==> config.mk <==
export PLATFORM = sky130hd
export DESIGN_NAME = wb_stage
export DESIGN_NICKNAME = d
export VERILOG_FILES = /design/src/rtl/wb_stage.sv
export SDC_FILE = /design/constraint.sdc
export NUM_CORES = 1
export LEC_CHECK = 0
export CAP_MARGIN = 10
export CORE_MARGIN = 2
export CORE_UTILIZATION = 28
export DETAILED_ROUTE_END_ITERATION = 6
export GPL_TIMING_DRIVEN = 0
export SETUP_SLACK_MARGIN = 0.02
export SLEW_MARGIN = 5
export SYNTH_ARGS = -nofsm -noshare
export SYNTH_HDL_FRONTEND = slang
export SYNTH_SLANG_ARGS = --single-unit
==> constraint.sdc <==
create_clock -name clk -period 3 [get_ports clk]
set_clock_uncertainty 0.1 [all_clocks]
set_input_delay 0.45 -clock clk [delete_from_list [all_inputs] [get_ports clk]]
set_output_delay 0.45 -clock clk [all_outputs]
set_load 0.1 [all_outputs]
==> src/rtl/wb_stage.sv <==
// MEM/WB pipeline stage: selects and extends the memory-stage result, registers it,
// drives the register file write port with a same-cycle bypass, and counts retired instructions.
module wb_stage #(
  parameter int XLEN  = 64,
  parameter int CNT_W = 64
) (
  input  logic             clk,
  input  logic             reset,
  input  logic             stall,
  input  logic             flush,
  input  logic             in_valid,
  input  logic [4:0]       in_rd,
  input  logic             in_reg_write,
  input  logic             in_mem_to_reg,
  input  logic [2:0]       in_funct3,
  input  logic [XLEN-1:0]  in_alu_result,
  input  logic [XLEN-1:0]  in_mem_data,
  input  logic [4:0]       rs1,
  input  logic [4:0]       rs2,
  output logic [4:0]       wb_rd,
  output logic [XLEN-1:0]  wb_write_data,
  output logic             wb_reg_write,
  output logic             fwd1_hit,
  output logic             fwd2_hit,
  output logic [XLEN-1:0]  fwd_data,
  output logic [CNT_W-1:0] instret
);

  logic             r_v;
  logic [4:0]       r_rd;
  logic             r_rw;
  logic [XLEN-1:0]  r_data;
  logic [CNT_W-1:0] r_instret;

  logic [XLEN-1:0]  w_load;
  logic [XLEN-1:0]  w_sel;
  logic             w_capture;
  logic             w_we;

  // Extension happens before capture so the stage register holds the final write value.
  always_comb begin
    w_load = in_mem_data;
    case (in_funct3)
      3'b000:  w_load = {{(XLEN-8){in_mem_data[7]}},   in_mem_data[7:0]};
      3'b001:  w_load = {{(XLEN-16){in_mem_data[15]}}, in_mem_data[15:0]};
      3'b010:  w_load = {{(XLEN-32){in_mem_data[31]}}, in_mem_data[31:0]};
      3'b100:  w_load = {{(XLEN-8){1'b0}},  in_mem_data[7:0]};
      3'b101:  w_load = {{(XLEN-16){1'b0}}, in_mem_data[15:0]};
      3'b110:  w_load = {{(XLEN-32){1'b0}}, in_mem_data[31:0]};
      default: w_load = in_mem_data;
    endcase
  end

  assign w_sel     = in_mem_to_reg ? w_load : in_alu_result;
  assign w_capture = !flush && !stall;

  always_ff @(posedge clk) begin
    if (reset) begin
      r_v       <= 1'b0;
      r_rd      <= '0;
      r_rw      <= 1'b0;
      r_data    <= '0;
      r_instret <= '0;
    end else if (flush) begin
      r_v <= 1'b0;
    end else if (w_capture) begin
      r_v    <= in_valid;
      r_rd   <= in_rd;
      r_rw   <= in_reg_write;
      r_data <= w_sel;
      if (in_valid) r_instret <= r_instret + CNT_W'(1);
    end
  end

  // x0 is never written, which also keeps it out of the bypass compare.
  assign w_we          = r_v && r_rw && (r_rd != 5'd0);
  assign wb_reg_write  = w_we;
  assign wb_rd         = r_rd;
  assign wb_write_data = r_data;
  assign fwd_data      = r_data;
  assign fwd1_hit      = w_we && (rs1 == r_rd);
  assign fwd2_hit      = w_we && (rs2 == r_rd);
  assign instret       = r_instret;

endmodule

Yosys cells after proc, flatten, opt, wreduce, memory -nomap -nowiden
Index checks and enable logic that the tools add are counted.

Bits in registers: 135. Input bits: 153. Output and inout port bits: 200.

Add/subtract/negate cells: 1. Eq/ne operators: 7. Muxes and demuxes: 2. Bitwise gates (word level): 1. Reduce and logical (&&, ||, !) cells: 12.

Operator list (number): 64-bit one-hot mux with 6 select lines (1); 64-bit by 1-bit adder with 64-bit output, second input constant (1); 64-bit two-way mux (1); 5-bit == test (2); 3-bit == test, second input constant (3); 1-bit logical AND (5); 5-bit nonzero test (1); 3-bit by 1-bit == test with 1-bit output, second input constant (1); 3-bit by 2-bit == test with 1-bit output, second input constant (1); 3-bit zero test (1); 3-bit AND reduction (1); 1-bit zero test (2); 2-bit AND reduction (1); 2-bit OR reduction (1); 1-bit inverter (1).

Logic depth before layout (Yosys ltp)
Gate-level depths: netlist (run 1).

Depth in word-level cells: 3. Gate-level depth with buffers: 8.

Least setup slack after synthesis (run 1)
OpenSTA, ideal clock, no wires.

Path kind: register to output. Start point: reg r_rd[0], in the netlist wb_rd[0]. End point: out fwd1_hit. Arrival: 4.312 ns. Path slack: -1.862 ns. Cell stages (with the launch flop): 4. Buffers on the path: 0. Path through: dfxtp_1 > or4_1 > o211ai_1 > nor4_1.

Word-level cells in the longest chain between the ends: 3. Elaborated cells between the ends (all ways): 4.

RTL lines: from (decl) (RTL line 30) `logic [4:0] r_rd;`; from (signal assigned) (RTL line 68) `r_rd <= in_rd;`; 5-bit nonzero test (RTL line 76) `assign w_we = r_v && r_rw && (r_rd != 5'd0);`; 1-bit logical AND (RTL line 76); 1-bit logical AND * (RTL line 81) `assign fwd1_hit = w_we && (rs1 == r_rd);`; to (decl) (RTL line 23) `output logic fwd1_hit,`.

Every way passes the cells marked *; elsewhere a longest branch is shown, timed or not.

Final worst setup path (run 1)
Start point: reg r_rd[0], in the netlist wb_rd[0]. End point: out wb_reg_write.

Word-level cells in the longest chain between the ends: 2.

RTL lines: 5-bit nonzero test (RTL line 76); 1-bit logical AND (RTL line 76); to (decl) (RTL line 22) `output logic wb_reg_write,`.

No other way between the ends.

==> metrics.csv, run 1 <==
metric,value,unit
clock period minus worst slack,2817,ps
RSZ-0062 raised after global routing,no,
share of cells above drive strength 1,0.1052,
post-synth top area cell,dfxtp_1,
initial antenna violation count,0,
top_reg_cell synth,dfxtp_1,
TritonCTS clock tree,built,
maximum clock rate,355.0,MHz
mapped cell area,6993,sq um
Die Area,26260,sq um
vias in the first global route,7424,
DP Wirelength,23180,um
vias per cell,4.958,
Setup Crit Path Kind,reg2out,
hold_buf cts,0,
DR iter-0 viols,463,
H-tree depth,4,
ant diodes,0,
cells on worst reg2reg path,6,
most common cell in the netlist,dfxtp_1,
input/output buffers,349,
worst vdd ir,342.8,uV
Worst setup EP type,primary output,
Final Power,0.005588,W
Hold Crit Depth,2,
area grow syn2layout,65.47,%
met1 wire length,13580,um
crit-path max FO,5,
DRC errors left,0,
Via Count,7829,
Max Root-Sink Buffers,2,
top cell type's share of synthesized area,0.3865,
fillcell total,2428,
CP peak stage delay,580,ps
fin util,0.4744,
final hold violations,0,
"Seq/Total Area, Yosys",0.3865,
"CTS clk-pin slew, worst paths",60,ps
Post-synth EDFFs,0,
#FFs+latches synth,135,
largest net degree at the start of global routing,17,
Clock Sinks,135,
Finish-stage setup viols,0,
global route total overflow,0,
Post-synth top cells,"135 x dfxtp_1, 110 x a21oi_1, 92 x nand2_1",
area of the core,24390,sq um
net count of the mapped netlist,1027,
Post-Route WL,30010,um
family with the most delay on the worst path,buffers and inverters,
Synth cell types,46,
Worst Tran Pin Value,1028,ps
Synth area leaders,"dfxtp_1 39%, a21oi_1 7.9%, buf_4 7.0%, nand2_1 4.9%, o221ai_1 4.3%",
Antenna Nets Post-Route,0,
Mapped Cells,873,
wire length per cell,19.00,um
RD Place Congestion,0.8510,
first-pass GRT wire length,44440,um
Max Slew Vio Count,0,
clock buffer count from CTS,17,
Worst Hold Class,reg2reg,
initial core utilization,0.2867,
Std-Cell Rows,57,
Worst-Skew Late Latency,420,ps
nets,1396,
Die W,162.0,um
power per cell area,482.9,nW/um^2
status,finished clean,
First-pass DRT Iterations,5,
type of origin of the critical path,flip-flop,
Top Ports,353,
Root Buffer,clkbuf_16,
Worst path slowest cell,dlygate4sd2_1,
CP arrival,2270,ps
Post-synth ARST share,0,
number of cells on the critical path,5,
Setup TNS Final,0,ps
max-cap violation count,0,
GRT Resource Usage Total,0.2198,
period utilization,0.9389,
Avg Synthesized Cell Area,8.010,sq um
Static Leak,4.125,nW
metal3 WL,1602,um
Rel. slew slack,0.3123,
DR WL met2,14300,um
"Critical Path, Cell by Cell","or4_1, o211ai_1, buf_4, inv_1, dlygate4sd2_1",
yosys warns,0,
CP bufs+invs,3,
top sig layer,met4,
die height,162.0,um
Worst Path Required,2450,ps
-- repair_timing --
item | 4_1_cts | 5_1_grt
gates resized for setup | 7 | 0
setup endpoints to repair | 3 | 0
setup buffers | 1 | 0
endpoints found under the hold margin | 0 | 0
-- cell families after synthesis --
| group | count (synthesis) | synth area share |
|---|---|---|
| buffers and inverters | 131 | 0.1056 |
| adders and majority gates | 1 | 0.001789 |
| DFF | 135 | 0.3865 |
| and+or+nand+nor | 358 | 0.2678 |
| xor gates and xnor gates | 40 | 0.05010 |
| AOI/OAI and AO/OA | 198 | 0.1739 |
| muxes | 10 | 0.01431 |
-- per-layer routing --
metal,vias to the layer above,track usage
li1,3825,-
met1,3711,0.3006
met2,263,0.3573
met3,30,0.03907
met4,0,0.05913
met5,-,0
-- power by group --
group          leakage, nW  switching [W]  internal, W
clock                0.296       0.000860      0.00136
sequential            1.10      0.0000603      0.00185
combinational         2.73       0.000993     0.000466
-- layout make-up --
type                       instances  area (sq um)  share of cell area
buffer                           126         719.4             0.06218
clock buffer                      19         452.9             0.03914
timing repair buffer             350          3502              0.3027
multi-input combinational        607          3582              0.3096
inverter                           5         18.77            0.001622
clock inverter                    13         170.2             0.01471
sequential                       135          2720              0.2351
tap                              324         405.4             0.03503
-- tightest hold or removal path: cells and delay by family (launching register included) --
| kind | cells | cell delay, ps |
|---|---|---|
| flops | 1 | 320 |
| simple gates | 1 | 60 |
| compound gates | 1 | 50 |
-- flip-flops by register name (all words and copies together), names as in the netlist --
register / flops
wb_rd: 5
fwd_data: 64
r_rw: 1
instret: 64
r_v: 1
-- placed cells by master, fill, tap and decap left out, types with 3 or more instances in the layout --
master | synthesis | final
clkdlybuf4s50_1 | 0 | 346
dfxtp_1 | 135 | 121
a21oi_1 | 110 | 110
nand2_1 | 92 | 92
nor2_1 | 76 | 76
buf_4 | 65 | 66
clkbuf_1 | 52 | 52
and3_1 | 40 | 40
o221ai_1 | 34 | 34
or3_1 | 34 | 34
nand3_1 | 32 | 32
xnor2_1 | 22 | 22
o21ai_0 | 21 | 21
xor2_1 | 18 | 18
nand4_1 | 18 | 18
clkbuf_16 | 0 | 17
a211oi_1 | 15 | 15
dfxtp_2 | 0 | 14
or4_1 | 11 | 11
mux2i_1 | 10 | 10
nor3_1 | 10 | 10
and4_1 | 10 | 10
o31ai_1 | 10 | 10
nor4_1 | 10 | 8
buf_1 | 7 | 7
inv_1 | 5 | 5
or2_2 | 5 | 5
nand4b_1 | 5 | 5
and2_1 | 4 | 4
clkinv_4 | 0 | 4
clkinvlp_4 | 0 | 3
bufinv_16 | 0 | 3
-- per-stage QoR --
stage | hold WS (ps) | instance area, sq um | setup WS [ps] | instances
floorplan | 336.8 | 7041 | 30.44 | 873
global placement | 363.6 | 10940 | -252.1 | 1546
detailed placement | 369.1 | 10940 | -246.3 | 1546
CTS | 378.0 | 11570 | 160.5 | 1579
global route | 402.5 | 11570 | 50.75 | 1579
finish | 379.5 | 11570 | 183.4 | 1579
-- final timing paths --
kind	start	slack, ps	endpoint
worst min register to register	fwd_data[48]	380	fwd_data[48]
worst min-delay path	fwd_data[48]	380	fwd_data[48]
worst max-delay path	wb_rd[0]	180	wb_reg_write
worst max register to register	instret[34]	330	instret[47]
Note: power is estimated with default switching activity, not from simulation.
==> run 2, diff against run 1 <==
--- a/config.mk
+++ b/config.mk
@@ -5,6 +5,7 @@
 export SDC_FILE = /design/constraint.sdc
 export NUM_CORES = 1
 export LEC_CHECK = 0
+export ABC_AREA = 1
 export CAP_MARGIN = 10
 export CORE_MARGIN = 2
 export CORE_UTILIZATION = 28
==> constraint.sdc (replaced) <==
create_clock -name clk -period 2.35 [get_ports clk]
set_clock_uncertainty 0.1 [all_clocks]
set_input_delay 0.3525 -clock clk [delete_from_list [all_inputs] [get_ports clk]]
set_output_delay 0.3525 -clock clk [all_outputs]
set_load 0.1 [all_outputs]
==> run 2 against run 1 <==
Net effect:
- first-iteration DRC count increased by 23%
- synthesized cell count increased by 33%
- worst setup slack got worse by 130 ps
- critical path type unchanged
==> metrics.csv, run 2 <==
metric,value,unit,change
Clock Sinks,135,,unchanged
"CTS clk-pin slew, worst paths",60,ps,about the same
Top Ports,353,,unchanged
nets,1688,,+21%
CP bufs+invs,2,,-1
DRC errors left,0,,unchanged
H-tree depth,4,,unchanged
input/output buffers,351,,+0.57%
Root Buffer,clkbuf_16,,
"Seq/Total Area, Yosys",0.3531,,-0.03336
Worst Tran Pin Value,1060,ps,+31.65 ps
CP arrival,1850,ps,-420 ps
Max Root-Sink Buffers,2,,unchanged
most frequent cells in the layout,"224 x nand2_1, 193 x dlygate4sd2_1, 151 x clkdlybuf4s50_1",,
vias per cell,4.704,,-5.1%
Worst Path Required,1900,ps,-550 ps
Final Power,0.007344,W,+31%
family with the most delay on the worst path,buffers and inverters,,
First-pass DRT Iterations,5,,unchanged
Hold Slack,399.1,ps,+19.54 ps
RD Place Congestion,0.9013,,+5.9%
Worst Hold Class,in2reg,,
initial core utilization,0.2848,,-0.001927
Std-Cell Rows,60,,+5.3%
Static Leak,5.465,nW,+32%
largest net degree at the start of global routing,17,,unchanged
status,finished clean,,
CP peak stage delay,810,ps,+230 ps
share of cells above drive strength 1,0.09373,,-0.01145
worst vdd ir,446.7,uV,+30%
"commonest non-fill, non-tap cell in the layout",nand2_1,,
maximum clock rate,434.9,MHz,
"Critical Path, Cell by Cell","buf_4, clkdlybuf4s15_1",,
Antenna Nets Post-Route,0,,unchanged
Max Slew Vio Count,0,,unchanged
Setup TNS Final,0,ps,unchanged
first-pass GRT wire length,49580,um,+12%
Via Count,8900,,+14%
dpl cell area,11650,sq um,+6.5%
initial antenna violation count,4,,+4
mapped cell area,7654,sq um,+9.4%
Worst setup EP type,primary output,,
most common cell in the netlist,nand2_1,,
Setup Crit Path Kind,reg2out,,
RSZ-0062 raised after global routing,no,,
#FFs+latches synth,135,,unchanged
wire length per cell,17.44,um,-8.2%
top_reg_cell synth,dfxtp_1,,
die height,169.3,um,+4.5%
TritonCTS clock tree,built,,
Post-synth EDFFs,0,,unchanged
GRT Resource Usage Total,0.2266,,+0.006816
clock buffer count from CTS,17,,unchanged
DP Wirelength,26580,um,+15%
vias in the first global route,8517,,+15%
max-cap violation count,0,,unchanged
fin area,12010,sq um,+3.8%
yosys warns,0,,unchanged
net count of the mapped netlist,1318,,+28%
Post-synth top cells,"224 x nand2_1, 141 x o21ai_0, 140 x nor2_1",,
crit-path max FO,3,,-2
final hold violations,0,,unchanged
hold_buf cts,0,,unchanged
type of origin of the critical path,flip-flop,,
Die Area,28670,sq um,+9.2%
top cell type's share of synthesized area,0.3531,,-0.03336
Synth area leaders,"dfxtp_1 35%, nand2_1 11%, o21ai_0 9.2%, nor2_1 6.9%, buf_4 6.4%",,
area grow syn2layout,56.97,%,
global route total overflow,0,,unchanged
Rel. slew slack,0.2961,,-0.01620
Mapped Cells,1164,,+33%
Worst path slowest cell,clkdlybuf4s15_1,,
power per cell area,611.3,nW/um^2,+27%
Finish-stage setup viols,0,,unchanged
Synth cell types,35,,-24%
DR iter-0 viols,570,,+23%
fin util,0.4470,,-0.02738
Post-Route WL,33000,um,+10%
area of the core,26880,sq um,+10%
clock period minus worst slack,2299,ps,
post-synth top area cell,dfxtp_1,,
Avg Synthesized Cell Area,6.575,sq um,-18%
Worst-Skew Late Latency,420,ps,about the same
Post-synth ARST share,0,,unchanged
Die W,169.3,um,+4.5%
period utilization,0.9784,,
run 2: layout make-up:
cell class	count	area [sq um]
Timing Repair Buffer	351	3263
Clock buffer	19	454.2
Antenna cell	4	10.01
Fill cell	2857	14860
Inverter	101	379.1
Buffer	116	685.7
Sequential cell	135	2724
Tap cell	341	426.7
Multi-Input combinational cell	812	3926
Clock inverter	13	145.1
run 2: power breakdown:
part	internal (W)	switching [W]
Sequential	0.00237	0.0000952
Clock	0.00164	0.00113
Combinational	0.000567	0.00154
Total	0.00458	0.00277
run 2: worst paths after layout:
path | start | end | slack [ps] | depth (start not counted)
max | fwd_data[10] | wb_write_data[10] | 50 | 2
min | in_mem_data[3] | fwd_data[3] | 400 | 3
max reg2reg | instret[2] | instret[59] | 270 | 8
min reg2reg | instret[11] | instret[11] | 410 | 2
run 2: worst reg2reg max path, stage by stage (launching register included):
cell and delay [ps]:
dfxtp_1 430, nand3_1 170, nor2_4 240, nand3_1 170
nor2_1 400, nand4_1 240, nand2_1 110, nand2_1 50
nor2_1 100
run 2: layer usage:
layer / up-vias / wire, um / GRT usage
li1: 4492 / - / -
met1: 4088 / 14970 / 0.2944
met2: 283 / 15460 / 0.3746
met3: 37 / 1911 / 0.04897
met4: 0 / 650 / 0.07284
met5: - / 0 / 0
run 2: repair_timing:
item                                    4_1_cts  5_1_grt
pin swaps                                     0        0
setup buffers                                 0        0
endpoints found under the hold margin         0        0
endpoints found under the setup margin      200        2
resized for setup                           212        2
run 2: stage by stage:
step	worst slack, ps	std cells
2_1_floorplan	15.46	1164
3_3_place_gp	-540.7	1856
3_5_place_dp	-536.9	1856
4_1_cts	35.02	1888
5_1_grt	20.48	1892
6_report	50.69	1892
run 2: logic make-up (layout without fill, tap and decap cells):
kind of cell | Yosys count | count (layout) | share of synthesized area
AND/OR/NAND/NOR | 535 | 535 | 0.3139
AO/OA/AOI/OAI | 254 | 254 | 0.1671
buffers and inverters | 217 | 600 | 0.1391
flip-flops | 135 | 135 | 0.3531
XOR/XNOR | 22 | 22 | 0.02518
adder cells (fa/ha/maj) | 1 | 1 | 0.001635
other | 0 | 4 | 0
==> run 3, diff against run 2 <==
--- a/config.mk
+++ b/config.mk
@@ -10,7 +10,6 @@
 export CORE_MARGIN = 2
 export CORE_UTILIZATION = 28
 export DETAILED_ROUTE_END_ITERATION = 6
-export GPL_TIMING_DRIVEN = 0
 export SETUP_SLACK_MARGIN = 0.02
 export SLEW_MARGIN = 5
 export SYNTH_ARGS = -nofsm -noshare
==> run 3 against run 2 <==
Net effect:
- combinational power decreased by 2%
- flip-flop and latch count unchanged
- die area unchanged
- final cell count decreased by 5.3%
- fmax increased by 11%
- power decreased by 2.0%
- critical endpoint is now fwd1_hit
==> metrics.csv, run 3 (synthesis results as in run 2) <==
metric,value,unit,change
worst min-delay path startpoint,in_mem_data[3],,
Post-Route WL,30780,um,-6.7%
first-pass GRT wire length,46730,um,-5.7%
Antenna Nets Post-Route,0,,unchanged
initial core utilization,0.2848,,unchanged
Die Area,28670,sq um,unchanged
status,finished clean,,
Via Count,8484,,-4.7%
Clock Sinks,135,,unchanged
maximum clock rate,484.4,MHz,+11%
Static Leak,4.730,nW,-13%
RD Place Congestion,0.9147,,+1.5%
Root Buffer,clkbuf_16,,
max-cap violation count,0,,unchanged
power per cell area,636.9,nW/um^2,+4.2%
area of the core,26880,sq um,unchanged
Max Slew Vio Count,0,,unchanged
nets,1592,,-5.7%
die height,169.3,um,unchanged
Die W,169.3,um,unchanged
DR iter-0 viols,499,,-12%
Max Root-Sink Buffers,2,,unchanged
share of cells above drive strength 1,0.2026,,+0.1089
clock period minus worst slack,2065,ps,-234.7 ps
Post-CTS Setup Bufs,0,,unchanged
GRT Resource Usage Total,0.2099,,-0.01669
clock buffer count from CTS,17,,unchanged
Worst Hold Class,in2reg,,
Top Ports,353,,unchanged
ant diodes,0,,-4
Std-Cell Rows,60,,unchanged
"commonest non-fill, non-tap cell in the layout",nand2_1,,
post-cts sizing count,0,,-100%
area grow syn2layout,47.64,%,
beginning of the worst register-to-register path,instret[28],,
H-tree depth,4,,unchanged
worst vdd ir,498.3,uV,+12%
vias per cell,4.734,,+0.65%
Final Power,0.007197,W,-2.0%
Worst setup EP type,primary output,,
most frequent cells in the layout,"224 x nand2_1, 211 x buf_4, 150 x clkdlybuf4s50_1",,
period utilization,0.8786,,-0.09987
Worst Path Required,1900,ps,about the same
wire length per cell,17.18,um,-1.5%
initial antenna violation count,0,,-4
TritonCTS clock tree,built,,
Rel. slew slack,0.5648,,+0.2687
Reg area,2724,sq um,unchanged
DP Wirelength,23410,um,-12%
"CTS clk-pin slew, worst paths",70,ps,about the same
CP arrival,1610,ps,-240 ps
Setup Crit Path Kind,reg2out,,
Finish-stage setup viols,0,,unchanged
multi-input logic area,3938,sq um,+0.29%
crit-path max FO,3,,unchanged
type of origin of the critical path,flip-flop,,
fillcell total,2841,,-0.56%
hold_buf cts,0,,unchanged
RSZ-0062 raised after global routing,no,,
crit path from,r_v,,
DRC errors left,0,,unchanged
Worst Tran Pin Value,652.8,ps,-407.2 ps
global route total overflow,0,,unchanged
First-pass DRT Iterations,5,,unchanged
input/output buffers,352,,+0.28%
largest net degree at the start of global routing,127,,+110
vias in the first global route,8158,,-4.2%
final hold violations,0,,unchanged
Worst-Skew Late Latency,420,ps,about the same
Setup TNS Final,0,ps,unchanged
==> run 3: changes by cell type in the layout (fill, tap and decap cells not counted), sizes merged <==
cell | previous run | this run
bufinv | 2 | 1
clkdlybuf4s50 | 151 | 150
dlygate4sd2 | 193 | 0
diode | 4 | 0
clkinv | 6 | 2
inv | 103 | 108
clkbuf | 60 | 19
buf | 77 | 221
clkdlybuf4s15 | 5 | 0
==> run 3: power breakdown <==
group	internal, W	switching [W]	leakage [nW]
Combinational	0.000545	0.00151	3.35
Sequential	0.00237	0.0000933	1.11
Clock	0.00152	0.00116	0.274
==> run 3: layout make-up <==
type | instances | share of cell area
Multi-Input combinational cell | 812 | 0.3485
Timing Repair Buffer | 371 | 0.2881
Sequential cell | 135 | 0.2411
Clock buffer | 19 | 0.03920
Tap cell | 341 | 0.03776
Inverter | 101 | 0.03355
Clock inverter | 13 | 0.01185
==> run 3: critical path, cell delays in order, from the launching register on <==
cell and delay, ps:
dfxtp_1 470, nand3_2 190, nor4_4 310, buf_12 220
==> run 3: worst paths after layout <==
| kind | to | slack (ps) | depth (start not counted) |
|---|---|---|---|
| worst min register to register | instret[1] | 420 | 2 |
| worst max register to register | instret[62] | 410 | 7 |
| worst max-delay path | fwd1_hit | 290 | 3 |
| worst min-delay path | fwd_data[3] | 400 | 3 |
==> run 3: through the flow <==
| step | setup WS [ps] | instance area (sq um) | hold slack [ps] | util | cells |
|---|---|---|---|---|---|
| after global routing | 215.4 | 11300 | 384.5 | 0.4204 | 1792 |
| after CTS | 255.0 | 11300 | 378.6 | 0.4204 | 1792 |
| final | 285.4 | 11300 | 397.1 | 0.4204 | 1792 |
| after global placement | 75.70 | 10720 | 400.4 | 0.3990 | 1760 |
| after detailed placement | 24.32 | 10720 | 403.3 | 0.3990 | 1760 |
| after floorplan | 15.46 | 7715 | 331.8 | - | 1164 |
==> run 3: routing by layer <==
metal,GRT usage,vias up,share of wire
li1,-,4295,-
met1,0.2656,3899,0.44
met2,0.3595,253,0.49
met3,0.04408,37,0.051
met4,0.06132,0,0.021
met5,0,-,0
